### src/rtl/multicycle_ctrl_pkg.sv
// Shared core types for the multi-cycle RV32 control path: decoded opcode
// classes, controller states, datapath mux selects and halt causes, plus
// helpers that map an opcode class onto its ALU operand selects.
package multicycle_ctrl_pkg;

    typedef enum logic [3:0] {
        OPC_LUI     = 4'd0,
        OPC_AUIPC   = 4'd1,
        OPC_JAL     = 4'd2,
        OPC_JALR    = 4'd3,
        OPC_BRANCH  = 4'd4,
        OPC_LOAD    = 4'd5,
        OPC_STORE   = 4'd6,
        OPC_OP_IMM  = 4'd7,
        OPC_OP      = 4'd8,
        OPC_SYSTEM  = 4'd9,
        OPC_ILLEGAL = 4'd10
    } opcodeType_e;

    typedef enum logic [2:0] {
        ST_FETCH     = 3'd0,
        ST_DECODE    = 3'd1,
        ST_EXECUTE   = 3'd2,
        ST_MEM       = 3'd3,
        ST_WRITEBACK = 3'd4,
        ST_HALT      = 3'd5
    } ctrlState_e;

    typedef enum logic [1:0] {
        PC_PLUS4  = 2'd0,
        PC_TARGET = 2'd1,
        PC_ALU    = 2'd2
    } pcSel_e;

    typedef enum logic [1:0] {
        A_RS1  = 2'd0,
        A_PC   = 2'd1,
        A_ZERO = 2'd2
    } aluASel_e;

    typedef enum logic [0:0] {
        B_RS2 = 1'b0,
        B_IMM = 1'b1
    } aluBSel_e;

    typedef enum logic [1:0] {
        WB_ALU = 2'd0,
        WB_MEM = 2'd1,
        WB_PC4 = 2'd2
    } wbSel_e;

    typedef enum logic [1:0] {
        HC_NONE    = 2'd0,
        HC_SYSTEM  = 2'd1,
        HC_ILLEGAL = 2'd2,
        HC_TIMEOUT = 2'd3
    } haltCause_e;

    // ALU operand A: PC-relative forms use the PC, LUI adds the immediate to zero.
    function automatic aluASel_e alu_a_sel_for(input opcodeType_e opc);
        aluASel_e sel;
        sel = A_RS1;
        case (opc)
            OPC_AUIPC, OPC_JAL: sel = A_PC;
            OPC_LUI:            sel = A_ZERO;
            default:            sel = A_RS1;
        endcase
        return sel;
    endfunction

    // ALU operand B: register-register forms (OP, BRANCH compare) use rs2.
    function automatic aluBSel_e alu_b_sel_for(input opcodeType_e opc);
        aluBSel_e sel;
        sel = B_RS2;
        case (opc)
            OPC_OP, OPC_BRANCH: sel = B_RS2;
            OPC_OP_IMM, OPC_LOAD, OPC_STORE, OPC_JALR,
            OPC_AUIPC, OPC_JAL, OPC_LUI: sel = B_IMM;
            default:            sel = B_RS2;
        endcase
        return sel;
    endfunction

endpackage

### src/rtl/multicycle_ctrl_mem_wait_timer.sv
// Wait-cycle counter for memory handshakes. Counts consecutive cycles a
// request is outstanding without an ack and raises a one-cycle timeout when
// the count would reach LIMIT. An ack in that same cycle suppresses the
// timeout. LIMIT of 0 disables the timer entirely.
module mem_wait_timer #(
    parameter int unsigned LIMIT = 16
) (
    input  logic clk,
    input  logic rst,
    input  logic active,
    input  logic ack,
    output logic timeout
);

    localparam int unsigned CW = (LIMIT < 32'd2) ? 32'd1 : $clog2(LIMIT + 32'd1);
    localparam logic [CW-1:0] LIMIT_C = CW'(LIMIT);
    localparam bit ENABLED = (LIMIT != 32'd0);

    logic [CW-1:0] cnt_r;
    logic [CW-1:0] cnt_inc_s;
    logic          expire_s;

    // Limit compare against the count this cycle would produce.
    always_comb begin
        cnt_inc_s = cnt_r + CW'(1'b1);
        if (ENABLED && active && !ack && (cnt_inc_s == LIMIT_C)) begin
            expire_s = 1'b1;
        end else begin
            expire_s = 1'b0;
        end
    end

    // Wait counter: clears whenever no request is pending, on ack, or on expiry.
    always_ff @(posedge clk or posedge rst) begin
        if (rst) begin
            cnt_r <= '0;
        end else if (!ENABLED || !active || ack || expire_s) begin
            cnt_r <= '0;
        end else begin
            cnt_r <= cnt_inc_s;
        end
    end

    assign timeout = expire_s;

endmodule

### src/rtl/multicycle_ctrl.sv
// Multi-cycle control FSM for the RV32 core. Sequences FETCH, DECODE,
// EXECUTE, MEM and WRITEBACK, drives memory handshakes, PC/IR/regfile
// enables and datapath selects, counts retired instructions and halts on
// SYSTEM, an illegal opcode or a memory timeout.
module multicycle_ctrl
    import multicycle_ctrl_pkg::*;
#(
    parameter int unsigned MEM_TIMEOUT = 16,
    parameter int unsigned CNT_W       = 32
) (
    input  logic              clk,
    input  logic              rst,
    input  opcodeType_e       opcode_type,
    input  logic              branch_taken,
    input  logic              imem_ack,
    input  logic              dmem_ack,
    output logic              imem_req,
    output logic              dmem_req,
    output logic              dmem_we,
    output logic              ir_we,
    output logic              pc_we,
    output pcSel_e            pc_sel,
    output aluASel_e          alu_a_sel,
    output aluBSel_e          alu_b_sel,
    output logic              rf_we,
    output wbSel_e            wb_sel,
    output ctrlState_e        state,
    output logic              halted,
    output haltCause_e        halt_cause,
    output logic [CNT_W-1:0]  instret
);

    ctrlState_e       state_r;
    logic             halted_r;
    haltCause_e       cause_r;
    logic [CNT_W-1:0] instret_r;

    logic             retire_s;
    logic             wait_active_s;
    logic             wait_ack_s;
    logic             timeout_s;

    // Route the handshake of whichever memory is being waited on to the timer.
    always_comb begin
        if (state_r == ST_FETCH) begin
            wait_active_s = 1'b1;
            wait_ack_s    = imem_ack;
        end else if (state_r == ST_MEM) begin
            wait_active_s = 1'b1;
            wait_ack_s    = dmem_ack;
        end else begin
            wait_active_s = 1'b0;
            wait_ack_s    = 1'b0;
        end
    end

    mem_wait_timer #(
        .LIMIT (MEM_TIMEOUT)
    ) u_mem_wait_timer (
        .clk     (clk),
        .rst     (rst),
        .active  (wait_active_s),
        .ack     (wait_ack_s),
        .timeout (timeout_s)
    );

    // Output decode from state and opcode; acks only gate the completing cycle.
    // While rst is high everything is forced to its idle encoding.
    always_comb begin
        imem_req  = 1'b0;
        dmem_req  = 1'b0;
        dmem_we   = 1'b0;
        ir_we     = 1'b0;
        pc_we     = 1'b0;
        pc_sel    = PC_PLUS4;
        alu_a_sel = A_RS1;
        alu_b_sel = B_RS2;
        rf_we     = 1'b0;
        wb_sel    = WB_ALU;
        retire_s  = 1'b0;
        if (!rst) begin
            case (state_r)
                ST_FETCH: begin
                    imem_req = 1'b1;
                    ir_we    = imem_ack;
                end
                ST_DECODE: begin
                    imem_req = 1'b0;
                end
                ST_EXECUTE: begin
                    alu_a_sel = alu_a_sel_for(opcode_type);
                    alu_b_sel = alu_b_sel_for(opcode_type);
                    if (opcode_type == OPC_BRANCH) begin
                        pc_we    = 1'b1;
                        pc_sel   = branch_taken ? PC_TARGET : PC_PLUS4;
                        retire_s = 1'b1;
                    end else begin
                        pc_we = 1'b0;
                    end
                end
                ST_MEM: begin
                    alu_a_sel = alu_a_sel_for(opcode_type);
                    alu_b_sel = alu_b_sel_for(opcode_type);
                    dmem_req  = 1'b1;
                    dmem_we   = (opcode_type == OPC_STORE);
                    if (dmem_ack && (opcode_type == OPC_STORE)) begin
                        pc_we    = 1'b1;
                        retire_s = 1'b1;
                    end else begin
                        pc_we = 1'b0;
                    end
                end
                ST_WRITEBACK: begin
                    alu_a_sel = alu_a_sel_for(opcode_type);
                    alu_b_sel = alu_b_sel_for(opcode_type);
                    rf_we     = 1'b1;
                    pc_we     = 1'b1;
                    retire_s  = 1'b1;
                    case (opcode_type)
                        OPC_LOAD:          wb_sel = WB_MEM;
                        OPC_JAL, OPC_JALR: wb_sel = WB_PC4;
                        default:           wb_sel = WB_ALU;
                    endcase
                    case (opcode_type)
                        OPC_JAL:  pc_sel = PC_TARGET;
                        OPC_JALR: pc_sel = PC_ALU;
                        default:  pc_sel = PC_PLUS4;
                    endcase
                end
                ST_HALT: begin
                    imem_req = 1'b0;
                end
                default: begin
                    imem_req = 1'b0;
                end
            endcase
        end else begin
            retire_s = 1'b0;
        end
    end

    // Controller state, halt status and retired-instruction counter.
    always_ff @(posedge clk or posedge rst) begin
        if (rst) begin
            state_r   <= ST_FETCH;
            halted_r  <= 1'b0;
            cause_r   <= HC_NONE;
            instret_r <= '0;
        end else begin
            if (retire_s) begin
                instret_r <= instret_r + CNT_W'(1'b1);
            end
            case (state_r)
                ST_FETCH: begin
                    if (imem_ack) begin
                        state_r <= ST_DECODE;
                    end else if (timeout_s) begin
                        state_r  <= ST_HALT;
                        halted_r <= 1'b1;
                        cause_r  <= HC_TIMEOUT;
                    end
                end
                ST_DECODE: begin
                    if (opcode_type == OPC_ILLEGAL) begin
                        state_r  <= ST_HALT;
                        halted_r <= 1'b1;
                        cause_r  <= HC_ILLEGAL;
                    end else begin
                        state_r <= ST_EXECUTE;
                    end
                end
                ST_EXECUTE: begin
                    case (opcode_type)
                        OPC_BRANCH:           state_r <= ST_FETCH;
                        OPC_LOAD, OPC_STORE:  state_r <= ST_MEM;
                        OPC_SYSTEM: begin
                            state_r  <= ST_HALT;
                            halted_r <= 1'b1;
                            cause_r  <= HC_SYSTEM;
                        end
                        OPC_ILLEGAL: begin
                            state_r  <= ST_HALT;
                            halted_r <= 1'b1;
                            cause_r  <= HC_ILLEGAL;
                        end
                        default:              state_r <= ST_WRITEBACK;
                    endcase
                end
                ST_MEM: begin
                    if (dmem_ack) begin
                        state_r <= (opcode_type == OPC_STORE) ? ST_FETCH : ST_WRITEBACK;
                    end else if (timeout_s) begin
                        state_r  <= ST_HALT;
                        halted_r <= 1'b1;
                        cause_r  <= HC_TIMEOUT;
                    end
                end
                ST_WRITEBACK: begin
                    state_r <= ST_FETCH;
                end
                ST_HALT: begin
                    state_r <= ST_HALT;
                end
                default: begin
                    state_r <= ST_FETCH;
                end
            endcase
        end
    end

    assign state      = state_r;
    assign halted     = halted_r;
    assign halt_cause = cause_r;
    assign instret    = instret_r;

endmodule

### config.mk
export PLATFORM = sky130hd
export DESIGN_NAME = multicycle_ctrl
export DESIGN_NICKNAME = d
export VERILOG_FILES = /design/src/rtl/multicycle_ctrl_pkg.sv /design/src/rtl/multicycle_ctrl_mem_wait_timer.sv /design/src/rtl/multicycle_ctrl.sv
export SDC_FILE = /design/constraint.sdc
export NUM_CORES = 1
export LEC_CHECK = 0
export ABC_AREA = 1
export BUFFER_PORTS_ARGS = -buffer_cell sky130_fd_sc_hd__buf_4
export CAP_MARGIN = 20
export CORE_UTILIZATION = 45
export DETAILED_ROUTE_END_ITERATION = 8
export GPL_ROUTABILITY_DRIVEN = 1
export PLACE_DENSITY = 0.68
export SYNTH_ARGS = -nofsm -noshare
export SYNTH_HDL_FRONTEND = slang
export SYNTH_SLANG_ARGS = --single-unit
### constraint.sdc
create_clock -name clk -period 3.87 [get_ports clk]
set_clock_uncertainty 0.15 [all_clocks]
set_input_delay 0.774 -clock clk [delete_from_list [all_inputs] [get_ports clk]]
set_output_delay 0.774 -clock clk [all_outputs]
set_load 0.1 [all_outputs]
==> metrics, run 1 <==
final worst path period need=just over 3 ns; first-pass GRT wire length=approximately 12000 µm; vias=3003; Unique masters post-synth=28; Final setup viols=0; Remaining DRCs=0; Worst Setup EP=pc_we; routability cong.=a little under 0.9; Max VDD drop=between 600 and 700 µV; Reg-to-Reg Start=instret[0]$_DFFE_PP0P_; die area=6740 µm²; Worst Path Arrival=2.19 ns; Ys Warns=0; I/O pin total=60; Worst Tran Pin Value=~0.56 ns; WL final=a little over 7000 µm; drt pass-1 iters=5; core area=just over 6000 µm²; Port Buf Inserts=59; Storage cell area=roughly 1100 µm²; DP HPWL=5520 µm; final worst-path cycle share=0.806; Syn Nets=roughly 470; maxcap violations=0; CTS root buffer=clkbuf_8; Ant. Diodes=0; Hold Crit Class=register to register; status=completed; Initial Util=0.477; fin nets=527; Critical Path Sink Type=output port; CP Data Required Time=around 3 ns; Skew-Pair Late Insertion Delay=0.30 ns; final std cells w/o fill=592; Fmax=approximately 320 MHz; sequential element share of the synthesized area=0.372; final hold viol count=0; synthesized area=a little under 3000 µm²; Final Max Slew Viols=0; placed cells=just under 600; Overall Global Routing Usage=0.229; unrepaired setup endpoints after global routing=no; Worst Slack Setup Final=0.752 ns; largest net degree at the start of global routing=44; Mean Syn Cell Area=roughly 6.3 µm²; post_cts resized=0; share of layout cells above drive strength 1=0.172; Pwr Total=between 0.002 and 0.0025 W; setup bufs post-CTS=0; flops & latches, synth=43; H-tree levels=2; Max Buffers Root-to-Sink=2; DR WL/cell=around 12 µm; Leak=approximately 1.8 nW; pre-CTS setup slack=a little under 0.8 ns; CTS Hold Buffers Added=0; Area Overhead vs Synth=23.3%; clock transition at the registers of the reported paths=0.08 ns; # clock sinks=between 40 and 50; initial antenna violation count=0; Routed Antenna Nets=0; Setup crit start=opcode_type[3]; via/cell ratio=5.07; gr ovfl total=0; Rel. slew slack=0.627; vias in the first global route=around 2600; Setup crit start kind=primary input; Reg2Reg Depth=10; Cells after Synth=about 460; area of the multi-input gates=around 1700 µm²; r2r setup slk=around 1.8 ns; Chip Height=82.1 µm; fill cell count=just over 600; Synth top area share=0.372; Max FO, Critical Path=36; Crit Path Category=primary input to output port; top cells by area, synth=dfrtp_1 (37%), nand2_1 (26%), nor2_1 (9.4%), inv_1 (5.1%), nand3b_1 (3.6%); FP Rows=28; Die X=82.1 µm; Synth area leader=dfrtp_1; TritonCTS buffer count=5; DR iter-0 viols=172; pwr/cell area=~650 nW/µm²; CTS tree=done; end of the worst register-to-register path=instret[16]$_DFFE_PP0P_
[cells by family (layout without fill, tap and decap cells)]
| group | after synthesis | count (layout) | synth area share |
|---|---|---|---|
| AOI/OAI and AO/OA | 25 | 25 | 0.0455 |
| and+or+nand+nor | 326 | 326 | 0.467 |
| adders and majority gates | 2 | 2 | 0.00866 |
| DFF | 43 | 43 | 0.372 |
| xor gates and xnor gates | 9 | 9 | 0.0299 |
| buffers and inverters | 50 | 112 | 0.0762 |
[critical path, cell delays in order]
cell	delay, ns
buf_4	0.12
inv_1	0.06
nand2_1	0.17
nor2_1	0.19
nand2_1	0.08
nand3_2	0.08
nand2_2	0.07
inv_4	0.27
buf_4	0.36
[layout by cell type, fill, tap and decap left out, drive strengths merged]
master,netlist,final
dfrtp,43,43
bufinv,0,1
xor2,7,7
a21oi,6,6
nand3,21,21
clkbuf,1,5
o21ai,17,17
inv,43,42
nor3,6,6
buf,6,61
xnor2,2,2
nand2,205,205
clkinv,0,3
nand4,2,2
nor2,74,74
ha,2,2
a31oi,2,2
or2,1,1
nor4,3,3
nand3b,14,14
[per-layer routing]
layer	vias up	routed length [µm]	track usage
li1	1532	-	-
met5	-	0	0
met3	8	381	0.0385
met2	86	3110	0.360
met1	1377	3600	0.330
met4	0	76	0.0491
[where the power goes]
group / internal [W] / switching (W) / leakage [nW] / total, W
Combinational: 0.000271 / 0.00103 / 1.21 / 0.00130
Sequential: 0.000540 / 0.000125 / 0.569 / 0.000665
Clock: 0.000192 / 0.000161 / 0.0581 / 0.000353
Total: 0.00100 / 0.00132 / 1.83 / 0.00232
[synth_stat cells, drive strengths merged]
library cell	instances
nand2	205
nor2	74
dfrtp	43
inv	43
nand3	21
o21ai	17
nand3b	14
xor2	7
a21oi	6
buf	6
nor3	6
nor4	3
a31oi	2
ha	2
nand4	2
xnor2	2
clkbuf	1
or2	1
[area by class of cell]
cell class / count / area share
flip-flops and latches: 43 / 0.302
well taps: 75 / 0.0264
clock inverters: 3 / 0.0123
repair buffers: 61 / 0.129
clock buffers: 5 / 0.0193
multi-input cells: 362 / 0.465
inverters: 43 / 0.0467
[flip-flops by register name, summed over array words and instances (netlist names)]
name                    cells
halt_cause                  2
halted                      1
instret                    32
state                       3
u_mem_wait_timer.cnt_r      5
[stage by stage]
step                      area, µm²  TNS, ns   util  hold WS [ns]
after global routing           3560        0  0.588         0.361
final                          3560        0  0.588         0.340
after global placement         3450        0  0.569         0.305
after detailed placement       3450        0  0.569         0.317
after CTS                      3560        0  0.588         0.345
after floorplan                2950   -0.254      -         0.301
[worst min path at each step]
stage / end / slack [ns] / depth (start not counted) / start
2_1_floorplan: u_mem_wait_timer.cnt_r[0]$_DFF_PP0_ / 0.30 / 1 / u_mem_wait_timer.cnt_r[0]$_DFF_PP0_
3_3_place_gp: halted$_DFFE_PP0P_ / 0.31 / 2 / halted$_DFFE_PP0P_
3_5_place_dp: halt_cause[0]$_DFFE_PP0P_ / 0.32 / 2 / halt_cause[0]$_DFFE_PP0P_
4_1_cts: halt_cause[0]$_DFFE_PP0P_ / 0.35 / 2 / halt_cause[0]$_DFFE_PP0P_
5_1_grt: halt_cause[0]$_DFFE_PP0P_ / 0.36 / 2 / halt_cause[0]$_DFFE_PP0P_
6_report: halted$_DFFE_PP0P_ / 0.34 / 2 / halted$_DFFE_PP0P_
Power figures use the tool's default switching activity.
==> run 2: changes to the inputs <==
- clock period: 3.87 -> 3 ns (I/O delays scaled with it)
==> run 2 against run 1 <==
  * Sequential power grew 32%
  * Clock power grew 52%
  * Non-clock buffer count grew 1
  * Hold slack lost 0.0074 ns
  * First-iteration DRC count shrank 0.58%
  * Global-route usage grew 0.72 points
  * Die area is the same
  * Wire length shrank 0.49%
  * Final area grew 2.0%
  * Via count shrank 1.6%
  * Sequential share of layout area shrank 0.28 points
  * Flip-flop and latch count is the same
  * Largest power group unchanged
  * Critical path type is now register to output port
==> metrics, run 2 (synthesis results as in run 1) <==
largest net degree at the start of global routing=44 (unchanged); Hold Crit Depth=2 (unchanged); Sequential Power Share=0.282 (was 0.287); gr ovfl total=0 (unchanged); vias=2954 (was 3003); final hold viol count=0 (unchanged); Max FO, Critical Path=8 (was 36); CTS Hold Buffers Added=0 (unchanged); via/cell ratio=4.98 (was 5.07); first-pass GRT wire length=12200 µm (was 11900 µm); core area=6060 µm² (unchanged); drt pass-1 iters=4 (was 5); TritonCTS buffer count=5 (unchanged); Port Buf Inserts=59 (unchanged); Final Max Slew Viols=0 (unchanged); Worst Path Arrival=1.90 ns (was 2.19 ns); Clk network pwr share=0.173 (was 0.152); Int Pwr=0.00140 W (was 0.00100 W); FP Rows=28 (unchanged); Comb pwr share=0.545 (was 0.561); share of layout cells above drive strength 1=0.187 (was 0.172); pwr/cell area=856 nW/µm² (was 651 nW/µm²); Top cell by count, worst path=nor2_4; routability cong.=0.866 (was 0.885); CTS root buffer=clkbuf_8 (unchanged); CP Cell Sequence=nor2_4 > nand2_4 > nor2_4 > inv_4 > nor4_4 > buf_4 (was buf_4 > inv_1 > nand2_1 > nor2_1 > nand2_1 > nand3_2 > nand2_2 > inv_4 > buf_4); Leak=1.85 nW (was 1.83 nW); setup bufs post-CTS=0 (unchanged); Remaining DRCs=0 (unchanged); I/O pin total=60 (unchanged); maxcap violations=0 (unchanged); final worst path period need=roughly 2.6 ns; Slowest cell on crit path=dfrtp_4 (was buf_4); fin nets=528 (was 527); CP Data Required Time=2.25 ns (was 2.95 ns); H-tree levels=2 (unchanged); Pwr Total=0.00311 W (was 0.00232 W); # clock sinks=43 (unchanged); slowest cell delay on critical path=0.54 ns (was 0.36 ns); Switching Fraction=0.549 (was 0.567); Final setup viols=0 (unchanged); Reg2Reg Depth=10 (unchanged); post_cts resized=0 (unchanged); status=completed (unchanged); DR iter-0 viols=171 (was 172); placed cell area=3500 µm² (was 3450 µm²); DR WL/cell=12.0 µm (was 12.1 µm); unrepaired setup endpoints after global routing=no (unchanged); Routed Antenna Nets=0 (unchanged); Worst Tran Pin Value=0.562 ns (was 0.559 ns); max reg flops=32 (unchanged); Area Overhead vs Synth=25.7% (was 23.3%); Max VDD drop=928 µV (was 602 µV); Layout Cell Area excl Fill=3630 µm² (was 3560 µm²); Chip Height=82.1 µm (unchanged); Overall Global Routing Usage=0.236 (was 0.229); sw power=0.00171 W (was 0.00132 W); Initial Util=0.477 (unchanged); clock transition at the registers of the reported paths=0.08 ns (about the same); setup_tns=0 ns (unchanged); initial antenna violation count=0 (unchanged); Skew-Pair Late Insertion Delay=0.30 ns (about the same); Ant. Diodes=0 (unchanged); Setup crit start kind=register (was primary input); Max Buffers Root-to-Sink=2 (unchanged); most frequent cells in the layout=nand2_1 (202), nor2_1 (69), buf_4 (62) (was nand2_1 (203), nor2_1 (71), buf_4 (61)); Hold Crit Class=register to register (unchanged); vias in the first global route=2633 (was 2647); Rel. slew slack=0.625 (was 0.627); Critical Path Sink Type=output port (unchanged); Storage cell area=1090 µm² (was 1080 µm²); final worst-path cycle share=0.883; Die X=82.1 µm (unchanged); WL final=7130 µm (was 7170 µm); Fmax=378 MHz; area of the multi-input gates=1680 µm² (was 1650 µm²); CTS tree=done (unchanged); die area=6740 µm² (unchanged); commonest non-fill, non-tap cell in the layout=nand2_1 (unchanged); Crit Path Category=register to output port (was primary input to output port); DP HPWL=5550 µm (was 5520 µm); fill cell count=618 (was 620)
[run 2: cell count changes in the layout (fill, tap and decap cells not counted), sizes merged]
cell,change
clkinv,-3
buf,+1
bufinv,+1
clkbuf,+1
clkinvlp,+1
[run 2: final cells by class]
cell class | count | share of cell area
well taps | 75 | 0.0258
clock inverters | 2 | 0.0165
repair buffers | 62 | 0.128
multi-input cells | 362 | 0.463
inverters | 43 | 0.0475
clock buffers | 6 | 0.0200
flip-flops and latches | 43 | 0.299
[run 2: power by group through the flow]
stage	Sequential [W]	Clock, W	Combinational, W
6_report	0.000878	0.000537	0.00169
5_1_grt	0.000900	0.000572	0.00181
4_1_cts	0.000878	0.000551	0.00170
3_5_place_dp	0.000889	0	0.00169
3_3_place_gp	0.000888	0	0.00169
2_1_floorplan	0.00162	0	0.000628
[run 2: final timing paths]
kind,startpoint,slack [ns],to
max in group asynchronous,rst,1.88,state[0]$_DFF_PP0_
max reg2reg,instret[0]$_DFFE_PP0P_,0.95,instret[16]$_DFFE_PP0P_
max,state[0]$_DFF_PP0_,0.35,pc_sel[1]
min,halted$_DFFE_PP0P_,0.33,halted$_DFFE_PP0P_
min reg2reg,halted$_DFFE_PP0P_,0.33,halted$_DFFE_PP0P_
min in group asynchronous,rst,0.40,state[2]$_DFF_PP0_
[run 2: critical path, delay by kind of cell (launching register included)]
kind,cells,cell delay (ns)
buffers and inverters,2,0.40
AND/OR/NAND/NOR,4,0.67
flip-flops,1,0.54
[run 2: routing by layer]
metal / GRT usage / vias to the layer above / part of all wire
li1: - / 1536 / -
met1: 0.340 / 1334 / 0.50
met2: 0.354 / 75 / 0.43
met3: 0.0484 / 9 / 0.060
met4: 0.0719 / 0 / 0.014
met5: 0 / - / 0
[run 2: stage by stage]
step           worst slack, ns  hold WS, ns  std cells  utilization
4_1_cts                  0.328        0.338        593        0.599
3_3_place_gp             0.529        0.305        585        0.577
3_5_place_dp             0.512        0.310        585        0.577
2_1_floorplan           -0.459        0.301        455            -
6_report                 0.352        0.332        593        0.599
5_1_grt                  0.258        0.366        593        0.599
==> run 3: changes to the inputs <==
- CORE_ASPECT_RATIO: unset -> 1.25
==> run 3 against run 2 <==
  * Final area fell by 0.45%
  * Non-clock buffer count unchanged
  * Sequential share of layout area is 0.13 points higher
  * Utilization fell by 1.3 points
  * Maximum frequency is 0.61% lower
  * Critical path type unchanged
==> metrics, run 3 (synthesis results as in run 1) <==
fin util=0.586 (was 0.599); die area=6750 µm² (was 6740 µm²); Reg-to-Reg Start=state[2]$_DFF_PP0_ (was instret[0]$_DFFE_PP0P_); Rel. slew slack=0.634 (was 0.625); clock transition at the registers of the reported paths=0.09 ns (was 0.08 ns); Max FO, Critical Path=8 (unchanged); vias in the first global route=2813 (was 2633); WL final=7410 µm (was 7130 µm); DR WL/cell=12.3 µm (was 12.0 µm); most frequent cells in the layout=nand2_1 (202), nor2_1 (69), buf_4 (62) (unchanged); final worst path period need=2.66 ns (was 2.65 ns); commonest non-fill, non-tap cell in the layout=nand2_1 (unchanged); CTS root buffer=clkbuf_8 (unchanged); share of layout cells above drive strength 1=0.189 (was 0.187); r2r setup slk=0.95 ns (about the same); DP HPWL=5770 µm (was 5550 µm); Max VDD drop=620 µV (was 928 µV); Initial Util=0.469 (was 0.477); final worst-path cycle share=0.888 (was 0.883); hold path startpoint=halt_cause[1]$_DFFE_PP0P_ (was halted$_DFFE_PP0P_); first-pass GRT wire length=12500 µm (was 12200 µm); drt pass-1 iters=4 (unchanged); CTS tree=done (unchanged); Hold Crit Class=register to register (unchanged); Fmax=375 MHz (was 378 MHz); fin nets=528 (unchanged); Worst Path Arrival=1.91 ns (was 1.90 ns); max reg flops=32 (unchanged); Routed Antenna Nets=0 (unchanged); unrepaired setup endpoints after global routing=no (unchanged); final hold viol count=0 (unchanged); Final Max Slew Viols=0 (unchanged); vias=2976 (was 2954); pwr/cell area=828 nW/µm² (was 856 nW/µm²); Critical Path Sink Type=output port (unchanged); core area=6170 µm² (was 6060 µm²); CP Data Required Time=2.25 ns (about the same); gr ovfl total=0 (unchanged); Port Buf Inserts=59 (unchanged); TritonCTS buffer count=5 (unchanged); GR Util met2=0.429 (was 0.354); Hold Path End=halt_cause[1]$_DFFE_PP0P_ (was halted$_DFFE_PP0P_); CTS Hold Buffers Added=0 (unchanged); H-tree levels=2 (unchanged); Die X=73.7 µm (was 82.1 µm); largest net degree at the start of global routing=44 (unchanged); final hold slack=0.330 ns (was 0.332 ns); # clock sinks=43 (unchanged); end of the worst register-to-register path=instret[14]$_DFFE_PP0P_ (was instret[16]$_DFFE_PP0P_); Ant. Diodes=0 (unchanged); FP Rows=32 (was 28); via/cell ratio=4.94 (was 4.98); Area Overhead vs Synth=25.2% (was 25.7%); Skew-Pair Late Insertion Delay=0.30 ns (about the same); DR iter-0 viols=146 (was 171); Reg2Reg Depth=11 (was 10); Leak=1.84 nW (was 1.85 nW); status=completed (unchanged); setup bufs post-CTS=0 (unchanged); Worst Tran Pin Value=0.549 ns (was 0.562 ns); post_cts resized=0 (unchanged); Overall Global Routing Usage=0.241 (was 0.236); Hold Crit Depth=2 (unchanged); Chip Height=91.6 µm (was 82.1 µm); Max Buffers Root-to-Sink=2 (unchanged); initial antenna violation count=0 (unchanged); met3 global-route usage=0.0422 (was 0.0484); I/O pin total=60 (unchanged); layer with the highest usage=met2 (unchanged); Final setup viols=0 (unchanged); met1 Resource Use GR=0.272 (was 0.340); routability cong.=0.889 (was 0.866); Setup crit start kind=register (unchanged); Remaining DRCs=0 (unchanged); Crit Path Category=register to output port (unchanged); maxcap violations=0 (unchanged)
run 3: changes by cell type in the layout (fill, tap and decap cells not counted):
cell	before	now
clkinvlp_4	1	2
clkbuf_8	5	7
clkbuf_1	1	0
bufinv_16	2	0
run 3: per-stage QoR:
step                setup WS (ns)  std cells  cell area [µm²]  total power, W  setup TNS, ns
global placement            0.519        595             3510         0.00257              0
detailed placement          0.517        595             3510         0.00259              0
CTS                         0.325        603             3620         0.00301              0
floorplan                  -0.459        455             3000         0.00225         -0.962
finish                      0.336        603             3620         0.00299              0
global route                0.251        603             3620         0.00315              0
run 3: critical path, cell delays in order (launching register included):
cell and delay [ns]:
dfrtp_4 0.55, nor2_4 0.18, nand2_4 0.09, nor2_4 0.15, inv_4 0.07, nor4_4 0.26
buf_4 0.32
run 3: routing by layer:
metal,up-vias,part of all wire
met1,1324,0.41
met4,0,0.034
met3,20,0.045
met2,95,0.52
li1,1537,-
met5,-,0
run 3: power by group:
group | internal, W | switching [W]
clock network | 0.000210 | 0.000214
logic | 0.000362 | 0.00133
registers | 0.000708 | 0.000169
run 3: worst max-delay path by stage:
stage,from,endpoint,depth (start not counted)
after global routing,state[0]$_DFF_PP0_,pc_sel[1],6
final,state[0]$_DFF_PP0_,pc_sel[1],6
after floorplan,state[0]$_DFF_PP0_,pc_sel[1],5
after global placement,opcode_type[3],pc_we,9
after detailed placement,opcode_type[3],pc_we,9
after CTS,state[0]$_DFF_PP0_,pc_sel[1],6
run 3: cell type report:
type | instances | area [µm²]
Clock inverter | 1 | 7.51
Timing Repair Buffer | 62 | 465
Multi-Input combinational cell | 362 | 1680
Inverter | 43 | 173
Fill cell | 644 | 2550
Clock buffer | 7 | 96.3
Tap cell | 85 | 106
Sequential cell | 43 | 1090
